[src/rtl/mem_access_unit_if.sv]
// ---------------------------------------------------------------------------
// mem_access_unit_if
// Request/acknowledge bus between the memory-access stage and data memory.
//
// Signals:
//   mem_req    request valid (unit -> memory)
//   mem_we     request is a write (unit -> memory)
//   mem_addr   32-bit word-aligned address (unit -> memory)
//   mem_wdata  32-bit write data (unit -> memory)
//   mem_rdata  32-bit read data, valid while mem_ack is high (memory -> unit)
//   mem_ack    request completed (memory -> unit)
//
// Modports:
//   master  memory-access unit side
//   slave   data memory side
// ---------------------------------------------------------------------------
interface mem_access_unit_if;
   logic        mem_req;
   logic        mem_we;
   logic [31:0] mem_addr;
   logic [31:0] mem_wdata;
   logic [31:0] mem_rdata;
   logic        mem_ack;

   modport master (
      output mem_req, mem_we, mem_addr, mem_wdata,
      input  mem_rdata, mem_ack
   );

   modport slave (
      input  mem_req, mem_we, mem_addr, mem_wdata,
      output mem_rdata, mem_ack
   );
endinterface

[src/rtl/mem_access_unit.sv]
// ---------------------------------------------------------------------------
// mem_access_unit
// Memory-access stage between execute and writeback. Accepts one load or
// store from the pipeline, runs a request/acknowledge transaction with data
// memory, and for loads captures the returned word as mem_read. The pipeline
// is stalled while the transaction is outstanding.
//
// Optional feature macro: MEM_TIMEOUT_EN
//   Defined   -> an ACCESS that sees no mem_ack for TIMEOUT_CYCLES cycles is
//                abandoned through ABORT (err and done pulse, mem_read = 0).
//   Undefined -> ACCESS waits indefinitely and err is tied to 0.
//
// Parameters:
//   TIMEOUT_CYCLES  ACCESS cycles without ack before abort (1..255)
//
// Ports:
//   clk         clock, rising edge
//   rstn        asynchronous active-low reset
//   start       pipeline presents a memory op
//   is_load     op is a load (priority over is_store)
//   is_store    op is a store
//   address     byte address from the ALU
//   store_data  register data for stores
//   mem         data-memory bus (mem_access_unit_if.master)
//   mem_read    captured load data for the writeback selector
//   stall       pipeline must hold (combinational)
//   done        one-cycle completion pulse
//   err         one-cycle timeout pulse
// ---------------------------------------------------------------------------
module mem_access_unit #(
   parameter int TIMEOUT_CYCLES = 16
) (
   input  logic                      clk,
   input  logic                      rstn,
   input  logic                      start,
   input  logic                      is_load,
   input  logic                      is_store,
   input  logic [31:0]               address,
   input  logic [31:0]               store_data,
   mem_access_unit_if.master         mem,
   output logic [31:0]               mem_read,
   output logic                      stall,
   output logic                      done,
   output logic                      err
);

`ifdef MEM_TIMEOUT_EN
   typedef enum logic [1:0] {
      ST_IDLE   = 2'd0,
      ST_ACCESS = 2'd1,
      ST_DONE   = 2'd2,
      ST_ABORT  = 2'd3
   } state_t;

   // Abort fires on the TIMEOUT_CYCLES-th ACCESS cycle without ack; cnt holds
   // the number of ack-less cycles already seen, so compare against limit-1.
   localparam logic [7:0] CNT_LAST = 8'(TIMEOUT_CYCLES - 1);

   logic [7:0] cnt;
   logic       err_r;
`else
   typedef enum logic [1:0] {
      ST_IDLE   = 2'd0,
      ST_ACCESS = 2'd1,
      ST_DONE   = 2'd2
   } state_t;
`endif

   state_t      state;
   logic        req_r;
   logic        we_r;
   logic [31:0] addr_r;
   logic [31:0] wdata_r;
   logic [31:0] read_r;
   logic        done_r;
   logic        op_valid;

   // The two low address bits are dropped (word access, no alignment trap);
   // TIMEOUT_CYCLES is only consumed when the timeout feature is built in.
   logic unused_ok;
   assign unused_ok = ^{1'b0, address[1:0], 8'(TIMEOUT_CYCLES)};

   assign op_valid = start & (is_load | is_store);

   // Combinational so the pipeline freezes in the same cycle as start.
   // Gated by rstn so stall reads 0 while reset is held.
   assign stall = rstn & (((state == ST_IDLE) & op_valid) | (state == ST_ACCESS));

   assign mem.mem_req   = req_r;
   assign mem.mem_we    = we_r;
   assign mem.mem_addr  = addr_r;
   assign mem.mem_wdata = wdata_r;
   assign mem_read      = read_r;
   assign done          = done_r;

`ifdef MEM_TIMEOUT_EN
   assign err = err_r;
`else
   assign err = 1'b0;
`endif

   always_ff @(posedge clk or negedge rstn) begin
      if (!rstn) begin
         state   <= ST_IDLE;
         req_r   <= 1'b0;
         we_r    <= 1'b0;
         addr_r  <= 32'h0;
         wdata_r <= 32'h0;
         read_r  <= 32'h0;
         done_r  <= 1'b0;
`ifdef MEM_TIMEOUT_EN
         cnt     <= 8'h0;
         err_r   <= 1'b0;
`endif
      end else begin
         done_r <= 1'b0;
`ifdef MEM_TIMEOUT_EN
         err_r  <= 1'b0;
`endif
         case (state)
            ST_IDLE: begin
               // Ack while idle is ignored; start without an op bit is ignored.
               if (op_valid) begin
                  addr_r  <= {address[31:2], 2'b00};
                  wdata_r <= store_data;
                  we_r    <= ~is_load;
                  req_r   <= 1'b1;
                  state   <= ST_ACCESS;
`ifdef MEM_TIMEOUT_EN
                  cnt     <= 8'h0;
`endif
               end
            end

            ST_ACCESS: begin
               // Ack has priority over a timeout reached in the same cycle.
               if (mem.mem_ack) begin
                  if (!we_r) begin
                     read_r <= mem.mem_rdata;
                  end
                  req_r  <= 1'b0;
                  done_r <= 1'b1;
                  state  <= ST_DONE;
               end
`ifdef MEM_TIMEOUT_EN
               else if (cnt == CNT_LAST) begin
                  req_r  <= 1'b0;
                  done_r <= 1'b1;
                  err_r  <= 1'b1;
                  read_r <= 32'h0;
                  state  <= ST_ABORT;
               end else begin
                  cnt <= cnt + 8'd1;
               end
`endif
            end

            // A start offered here is not taken; the pipeline re-presents it.
            ST_DONE: state <= ST_IDLE;

`ifdef MEM_TIMEOUT_EN
            ST_ABORT: state <= ST_IDLE;
`endif

            default: state <= ST_IDLE;
         endcase
      end
   end

endmodule

[src/flat_wrapper.sv]
// flat-port wrapper written by rule: the top's interface ports become plain ports
module mem_access_unit_flat 
#(
   parameter int TIMEOUT_CYCLES = 16
)
  (clk, rstn, start, is_load, is_store, address, store_data, mem_read, stall, done, err, mem_mem_req, mem_mem_we, mem_mem_addr, mem_mem_wdata, mem_mem_rdata, mem_mem_ack);
  mem_access_unit_if mem_i ();
  input  logic clk;
  input  logic rstn;
  input  logic start;
  input  logic is_load;
  input  logic is_store;
  input  logic [31:0] address;
  input  logic [31:0] store_data;
  output logic [31:0] mem_read;
  output logic stall;
  output logic done;
  output logic err;
  output wire logic [$bits(mem_i.mem_req)-1:0] mem_mem_req;
  output wire logic [$bits(mem_i.mem_we)-1:0] mem_mem_we;
  output wire logic [$bits(mem_i.mem_addr)-1:0] mem_mem_addr;
  output wire logic [$bits(mem_i.mem_wdata)-1:0] mem_mem_wdata;
  input wire logic [$bits(mem_i.mem_rdata)-1:0] mem_mem_rdata;
  input wire logic [$bits(mem_i.mem_ack)-1:0] mem_mem_ack;
  assign mem_mem_req = mem_i.mem_req;
  assign mem_mem_we = mem_i.mem_we;
  assign mem_mem_addr = mem_i.mem_addr;
  assign mem_mem_wdata = mem_i.mem_wdata;
  assign mem_i.mem_rdata = mem_mem_rdata;
  assign mem_i.mem_ack = mem_mem_ack;
  mem_access_unit #(.TIMEOUT_CYCLES(TIMEOUT_CYCLES)) u_core (.clk(clk), .rstn(rstn), .start(start), .is_load(is_load), .is_store(is_store), .address(address), .store_data(store_data), .mem(mem_i), .mem_read(mem_read), .stall(stall), .done(done), .err(err));
endmodule
[config.mk]
export PLATFORM = sky130hd
export DESIGN_NAME = mem_access_unit_flat
export DESIGN_NICKNAME = d
export VERILOG_FILES = /design/src/rtl/mem_access_unit_if.sv /design/src/rtl/mem_access_unit.sv /design/src/flat_wrapper.sv
export SDC_FILE = /design/constraint.sdc
export NUM_CORES = 1
export LEC_CHECK = 0
export CAP_MARGIN = 20
export CORE_MARGIN = 4
export CORE_UTILIZATION = 35
export CTS_BUF_LIST = sky130_fd_sc_hd__clkbuf_8 sky130_fd_sc_hd__clkbuf_16
export CTS_CLUSTER_DIAMETER = 40
export DETAILED_ROUTE_END_ITERATION = 8
export MAX_ROUTING_LAYER = met4
export PLACE_DENSITY = 0.75
export SETUP_SLACK_MARGIN = 0.1
export SLEW_MARGIN = 20
export SYNTH_ARGS = -nofsm -noshare
export SYNTH_HDL_FRONTEND = slang
export SYNTH_SLANG_ARGS = --single-unit
[constraint.sdc]
create_clock -name clk -period 1.3 [get_ports clk]
set_input_delay 0.13 -clock clk [delete_from_list [all_inputs] [get_ports clk]]
set_output_delay 0.13 -clock clk [all_outputs]
set_load 0.005 [all_outputs]
# After elaboration in Yosys (flattened, before gate mapping)
# Cells that the tools add are included.
# classes
addsub	0
mul	0
div	0
n_lt_le_gt_ge	0
n_eq_ne	3
shifts	0
n_mux	8
bitwise_logic	7
reduce_logical	6
# op_table
cell	count
3-bit AND reduction	2
1-bit two-way mux	4
2-bit two-way mux	2
2-bit one-hot mux with 2 select lines	1
2-bit AND reduction	2
1-bit AND	3
2-bit by 1-bit equality test with 1-bit output (second input constant)	1
2-bit logical NOT	1
2-bit by 1-bit != test with 1-bit output (second input constant)	1
2-bit != test (second input constant)	1
1-bit inverter	2
1-bit OR	2
1-bit one-hot mux with 2 select lines	1
2-bit nonzero test	1
# totals
reg_bits	99
latch_bits	0
ramBits	0
romBits	0
in_bits	102
out_inout_bits	101
elab_cells	31
memories	0

# Depth between registers and ports, before layout
# Gate-level depths: netlist of the first run.
# depth
ltp_word	5
depth_mapped	5

# Worst setup path after synthesis of the first run
# No wires, ideal clock.
# synth_path
path_kind	register -> register
startpoint	reg u_core.state[1]
endpoint	reg u_core.read_r[11], in the netlist u_core.mem_read[11]
setup_ps	125
arrival_ps	1188
t_required_ps	1175
path_slack_ps	-13
path_stages_with_launch	5
path_buffers	1
cell_sequence	dfrtp_1 > nand3b_4 > nor2_4 > buf_4 > mux2_2
# synth_via
elab_chain_len	2
# synth_lines
item	line_no	rtl
start, declared	mem_access_unit.sv:69	state_t state;
start signal, assigned	mem_access_unit.sv:104	state <= ST_IDLE;
start signal, assigned	mem_access_unit.sv:128	state <= ST_ACCESS;
start signal, assigned	mem_access_unit.sv:143	state <= ST_DONE;
2-bit by 1-bit equality test with 1-bit output	mem_access_unit.sv:120	case (state)
3-bit AND reduction (no line)	n/a	
end signal, assigned	mem_access_unit.sv:139	read_r <= mem.mem_rdata;
end, declared	mem_access_unit.sv:74	logic [31:0] read_r;
# No other way between the ends.
# A chain may end at the register's enable or synchronous reset.

# Final worst setup path of the first run
# layout_path
startpoint	reg u_core.state[0]
endpoint	reg u_core.addr_r[16], in the netlist u_core.mem.mem_addr[16]
# layout_via
elab_chain_len	2
# layout_lines
item	line_no	rtl
2-bit logical NOT	mem_access_unit.sv:120	
2-bit AND reduction (no line)	n/a	
end signal, assigned	mem_access_unit.sv:124	addr_r <= {address[31:2], 2'b00};
end, declared	mem_access_unit.sv:72	logic [31:0] addr_r;
# No other way between the ends.

==> impl_metrics.yaml, run 1 <==
logic_synthesis:
  synth-simple-area-share_pct: 1.623
  synth_cells: 222
  synth_compound_area_share_pct: 0.3183
  synth.area.top_cells: "dfrtp_1, mux2_4, mux2_2"
  yosysTopAreaCellShare_pct: 63.02
  ys_types: 18
  yosysWarningCount: 0
  seq_area_frac_synth_pct: 63.02
  synth_seq_cells: 99
  synthMuxAreaShare_pct: 31.67
  synth_top_family_by_area: "multiplexers"
  syn_avg_cell_area_sq_um: 17.71
  netlist_area_sq_um: 3931
  synth_xor_area_share_pct: 0
  synthAdderAreaFrac_pct: 0
  yosysTopAreaCell: "dfrtp_1"
setup_path:
  reg2reg_to: "u_core.mem.mem_addr[16]$_DFFE_PN0P_"
  worstRegToRegCells: 6
  crit_arrival_ps: 1720
  r2r_start: "u_core.state[0]$_DFFE_PN0P_"
  worst-path-stages: 6
  slowest_stage: "dfrtp_2"
  cp_top_family: "buffers and inverters"
  critPathLaunchType: "flip-flop"
  reg2reg_slack_ps: -190
  slowest_delay_ps: 410
  worstPathRequired_ps: 1530
  end_kind: "flip-flop"
  cp_max_fo: 8
  worstSetupPathType: "reg -> reg"
  worstPathCellList: "buf_6, nor2_4, nand2_8, buf_12, buf_16, mux2_4"
  path_buf_inv: 3
timing:
  post-route-period-util_pct: 114.7
  fin_skew_ps: 5.444
  grt_setup_unrepaired: "true"
  fin_ws_ps: -190.6
  finalSetupViolCount: 97
  tns_ps: -14240
  fmax_mhz: 670.9
  hold_viol: 0
  slew_headroom_pct: 64.52
  hold_ws_ps: 396.3
  slew_violations: 0
  period_minus_slack_ps: 1491
  worst-slew-pin-transition_ps: 532.2
min_path:
  hp-start: "address[2]"
  whs_path_depth: 2
  hold_end: "u_core.mem.mem_addr[2]$_DFFE_PN0P_"
  min_path_type: "in -> reg"
cts:
  root_buffer: "clkbuf_16"
  htreeDepth: 3
  path_clk_slew_ps: 70
  cts_sinks: 99
  cts_buffers: 9
  cts_tree: "done"
  clk_latency_ps: 340
  clockBufferDepth: 2
power_and_ir_drop:
  power_density_nw_per_um2: 1870
  total_leakage_power_nw: 3.250
  ir_drop_v: 0.001042
  p_total_mw: 12.63
finish:
  area_growth_pct: 71.80
  layout.nets: 550
  num-fill-cells: 847
  final_util_pct: 61.76
  drive_gt1_share_pct: 32.23
  antenna_cells: 0
drt:
  met2_length_microns: 5528
  wl_per_cell_microns: 17.86
  wirelength_microns: 10590
  drt_iter0_drc: 88
  ant_nets: 0
  wl_met1_microns: 4148
  highest_layer: "met4"
  vias: 2657
  firstDrtPassIters: 4
  met3_length_microns: 733
  viasPerCell: 4.481
  drc: 0
die:
  die-area_sq_um: 12990
  ios: 203
  initial_core_util_pct: 35.95
  die_h_microns: 114.0
  rows: 38
  core_sq_um: 10940
  die_w_microns: 114.0
grt:
  grt_antenna_before_repair: 0
  grt_max_degree: 100
  grt_pass1_vias: 3007
  grt_pass1_wl_microns: 16030
  grt-ovfl-total: 0
  grt_usage_pct: 16.69
place:
  routabilityCongestion: 0.7661
  place_hpwl_microns: 7035
  port-buffer-count: 197
outcome:
  outcome: "finished, violations left"
  violations: "setup timing"
flow_run:
  cap_violations: 0
## registers in the layout, indices dropped and copies added (netlist names)
signal                cells
u_core.mem.mem_req        1
u_core.mem.mem_wdata     32
u_core.done               1
u_core.state              2
u_core.mem.mem_addr      30
u_core.mem.mem_we         1
u_core.mem_read          32
## cells by family (layout without fill, tap and decap cells)
kind of cell,after synthesis,in the layout
buf+inv,16,245
mux,95,95
flops,99,99
simple gates,9,9
other cells,1,3
compound gates,2,2
## repair_timing
action	CTS	global route
cloned	5	1
resized for setup	126	24
hold buffers	1	0
buffers inserted	16	0
endpoints found under the hold margin	99	0
setup endpoints to repair	194	98
pin swaps	2	1
## layout by cell type, fill, tap and decap left out, drive strengths merged
master	n
dfrtp	99
clkdlybuf4s50	98
dlygate4sd2	97
mux2	94
buf	29
clkbuf	10
inv	5
conb	3
nor2	3
nand2	3
clkinvlp	2
bufinv	2
o21a	1
nor3b	1
nand3b	1
nand2b	1
o21ai	1
mux2i	1
clkinv	1
dlygate4sd3	1
## worst max-delay path by stage
stage / startpoint / endpoint
final: u_core.state[0]$_DFFE_PN0P_ / u_core.mem.mem_addr[16]$_DFFE_PN0P_
after global placement: is_load / stall
after detailed placement: is_load / stall
after global routing: u_core.state[0]$_DFFE_PN0P_ / u_core.mem_read[4]$_DFFE_PN0P_
after CTS: u_core.state[0]$_DFFE_PN0P_ / u_core.mem.mem_wdata[2]$_DFFE_PN0P_
after floorplan: u_core.state[1]$_DFFE_PN0P_ / u_core.mem_read[11]$_DFFE_PN0P_
## final cells by class
type	count	area, sq um	share of cell area, %
Timing Repair Buffer	226	2323	34.40
Clock buffer	9	225.2	3.335
Tap cell	140	175.2	2.594
Clock inverter	7	92.59	1.371
Inverter	3	11.26	0.1667
Multi-Input combinational cell	109	1446	21.42
Sequential cell	99	2480	36.72
## per-layer routing
metal / up-vias / global-route usage (%)
met1: 1311 / 19.01
met2: 116 / 28.34
met3: 15 / 4.934
li1: 1215 / -
met5: - / -
met4: 0 / 5.305
## report_power, final
group,switching (mW),internal (mW)
Sequential,0.622,4.31
Clock,1.14,1.68
Combinational,1.53,3.34
## cell usage after synthesis
cell / number
nor2_4: 1
buf_4: 6
mux2i_1: 1
buf_6: 6
nor3b_1: 1
dfrtp_1: 99
o21ai_0: 1
conb_1: 1
mux2_1: 2
o21a_1: 1
nand2_1: 3
nor2_1: 2
mux2_2: 45
nand3b_4: 1
mux2_4: 47
buf_2: 1
nand2b_1: 1
inv_1: 3
## per-stage QoR
stage	instance area (sq um)	setup slack (ps)	std cells
floorplan	3971	-11.42	224
global placement	6088	-370.9	555
detailed placement	6088	-378.1	555
CTS	6671	-171.2	593
global route	6754	-235.6	593
finish	6754	-190.6	593
Power figures use the tool's default switching activity.
==> run 2: changes to the inputs <==
- PLACE_DENSITY: 0.75 -> default
- PLACE_DENSITY_LB_ADDON: default -> 0.15
==> impl_metrics.yaml, run 2 (synthesized netlist as in run 1, its figures left out) <==
place:
  port-buffer-count: 197
  dpl_cell_area_sq_um: 6123
  routabilityCongestion: 0.7307
  place_hpwl_microns: 7055
timing:
  hold_viol: 0
  fin_ws_ps: -134.3
  hold_ws_ps: 403.0
  post-route-period-util_pct: 110.3
  period_minus_slack_ps: 1434
  slew_violations: 0
  fin_skew_ps: 4.280
  worst-slew-pin-transition_ps: 514.4
  fmax_mhz: 697.2
  grt_setup_unrepaired: "true"
  slew_headroom_pct: 65.71
  finalSetupViolCount: 94
  tns_ps: -9992
setup_path:
  critPathLaunchType: "flip-flop"
  worstPathRequired_ps: 1510
  worstPathCellList: "buf_6, nand3b_4, nor2_4, buf_6, clkbuf_16, mux2_4"
  cp_max_fo: 6
  worstSetupPathType: "reg -> reg"
  end_kind: "flip-flop"
  crit_arrival_ps: 1650
  slowest_stage: "dfrtp_1"
  critical_path.most_common_cell: "buf_6"
  slowest_delay_ps: 370
power_and_ir_drop:
  total_leakage_power_nw: 3.260
  ir_drop_v: 0.0008248
  power_density_nw_per_um2: 1846
  p_total_mw: 12.33
finish:
  final_util_pct: 61.10
  mostFrequentLayoutCells: "dfrtp_1, dlygate4sd2_1, clkdlybuf4s50_1"
  final_cell_area_sq_um: 6681
  layout.nets: 551
  final_common_cell: "dfrtp_1"
  antenna_cells: 0
  num-fill-cells: 892
  multi_input_area_sq_um: 1454
  drive_gt1_share_pct: 31.13
  regArea_sq_um: 2477
  area_growth_pct: 69.96
drt:
  drt_iter0_drc: 96
  drc: 0
  viasPerCell: 4.479
  firstDrtPassIters: 4
  met2_length_microns: 4839
  highest_layer: "met4"
  vias: 2656
  wl_per_cell_microns: 17.53
  ant_nets: 0
  wl_met1_microns: 4755
  met3_length_microns: 665
  wirelength_microns: 10400
cts:
  root_buffer: "clkbuf_16"
  cts_sinks: 99
  clk_latency_ps: 330
  cts_buffers: 9
  htreeDepth: 3
  path_clk_slew_ps: 60
  clockBufferDepth: 2
  cts_tree: "done"
grt:
  grt_max_degree: 100
  grt_pass1_vias: 2902
  grt_antenna_before_repair: 0
  grt_usage_pct: 15.63
  grt-ovfl-total: 0
  grt_pass1_wl_microns: 15250
die:
  die_h_microns: 114.0
  rows: 38
  ios: 203
  initial_core_util_pct: 35.95
  die-area_sq_um: 12990
  die_w_microns: 114.0
  core_sq_um: 10940
outcome:
  outcome: "finished, violations left"
  violations: "setup timing"
flow_run:
  cap_violations: 0
min_path:
  min_path_type: "in -> reg"
==> run 2: area by class of cell <==
type,count,area share [%]
clock buffer,11,3.783
clock inverter,4,0.6367
inverter,3,0.1685
multi-input combinational,109,21.76
sequential,99,37.08
tap,140,2.622
timing repair buffer,227,33.95
==> run 2: metal layers <==
metal | vias up | global-route usage (%)
met1 | 1303 | 20.92
met5 | - | -
met2 | 124 | 23.26
li1 | 1218 | -
met3 | 11 | 3.554
met4 | 0 | 5.938
==> run 2: repair_timing <==
action,CTS,global route
endpoints found under the setup margin,193,96
hold buffers,1,1
setup buffers,12,1
cloned,1,4
resized for setup,112,28
hold endpoints to repair,99,1
pin swaps,1,4
==> run 2: worst paths after layout <==
kind	start	end	slack, ps	cells past startpoint
setup / recovery	u_core.state[0]$_DFFE_PN0P_	u_core.mem_read[2]$_DFFE_PN0P_	-130	6
hold reg to reg	u_core.mem.mem_wdata[23]$_DFFE_PN0P_	u_core.mem.mem_wdata[23]$_DFFE_PN0P_	500	1
max in group asynchronous	rstn	u_core.mem_read[26]$_DFFE_PN0P_	460	3
setup reg to reg	u_core.state[0]$_DFFE_PN0P_	u_core.mem_read[2]$_DFFE_PN0P_	-130	6
hold / removal	mem_mem_rdata[31]	u_core.mem_read[31]$_DFFE_PN0P_	400	2
min in group asynchronous	rstn	u_core.mem.mem_addr[13]$_DFFE_PN0P_	480	3
==> run 2: report_power, final <==
part | switching [mW] | internal (mW)
registers | 0.601 | 4.31
clock network | 1.08 | 1.57
logic | 1.49 | 3.28
==> run 2: stage by stage <==
| step | instances | worst slack [ps] |
|---|---|---|
| 6_report | 593 | -134.3 |
| 4_1_cts | 587 | -131.7 |
| 5_1_grt | 593 | -187.2 |
| 2_1_floorplan | 224 | -11.42 |
| 3_5_place_dp | 558 | -371.6 |
| 3_3_place_gp | 558 | -359.8 |
==> run 2: critical path, delay by kind of cell, from the launching register on <==
| kind | cells | cell delay (ps) |
|---|---|---|
| simple gates | 2 | 230 |
| mux | 1 | 300 |
| flops | 1 | 370 |
| buf+inv | 3 | 410 |
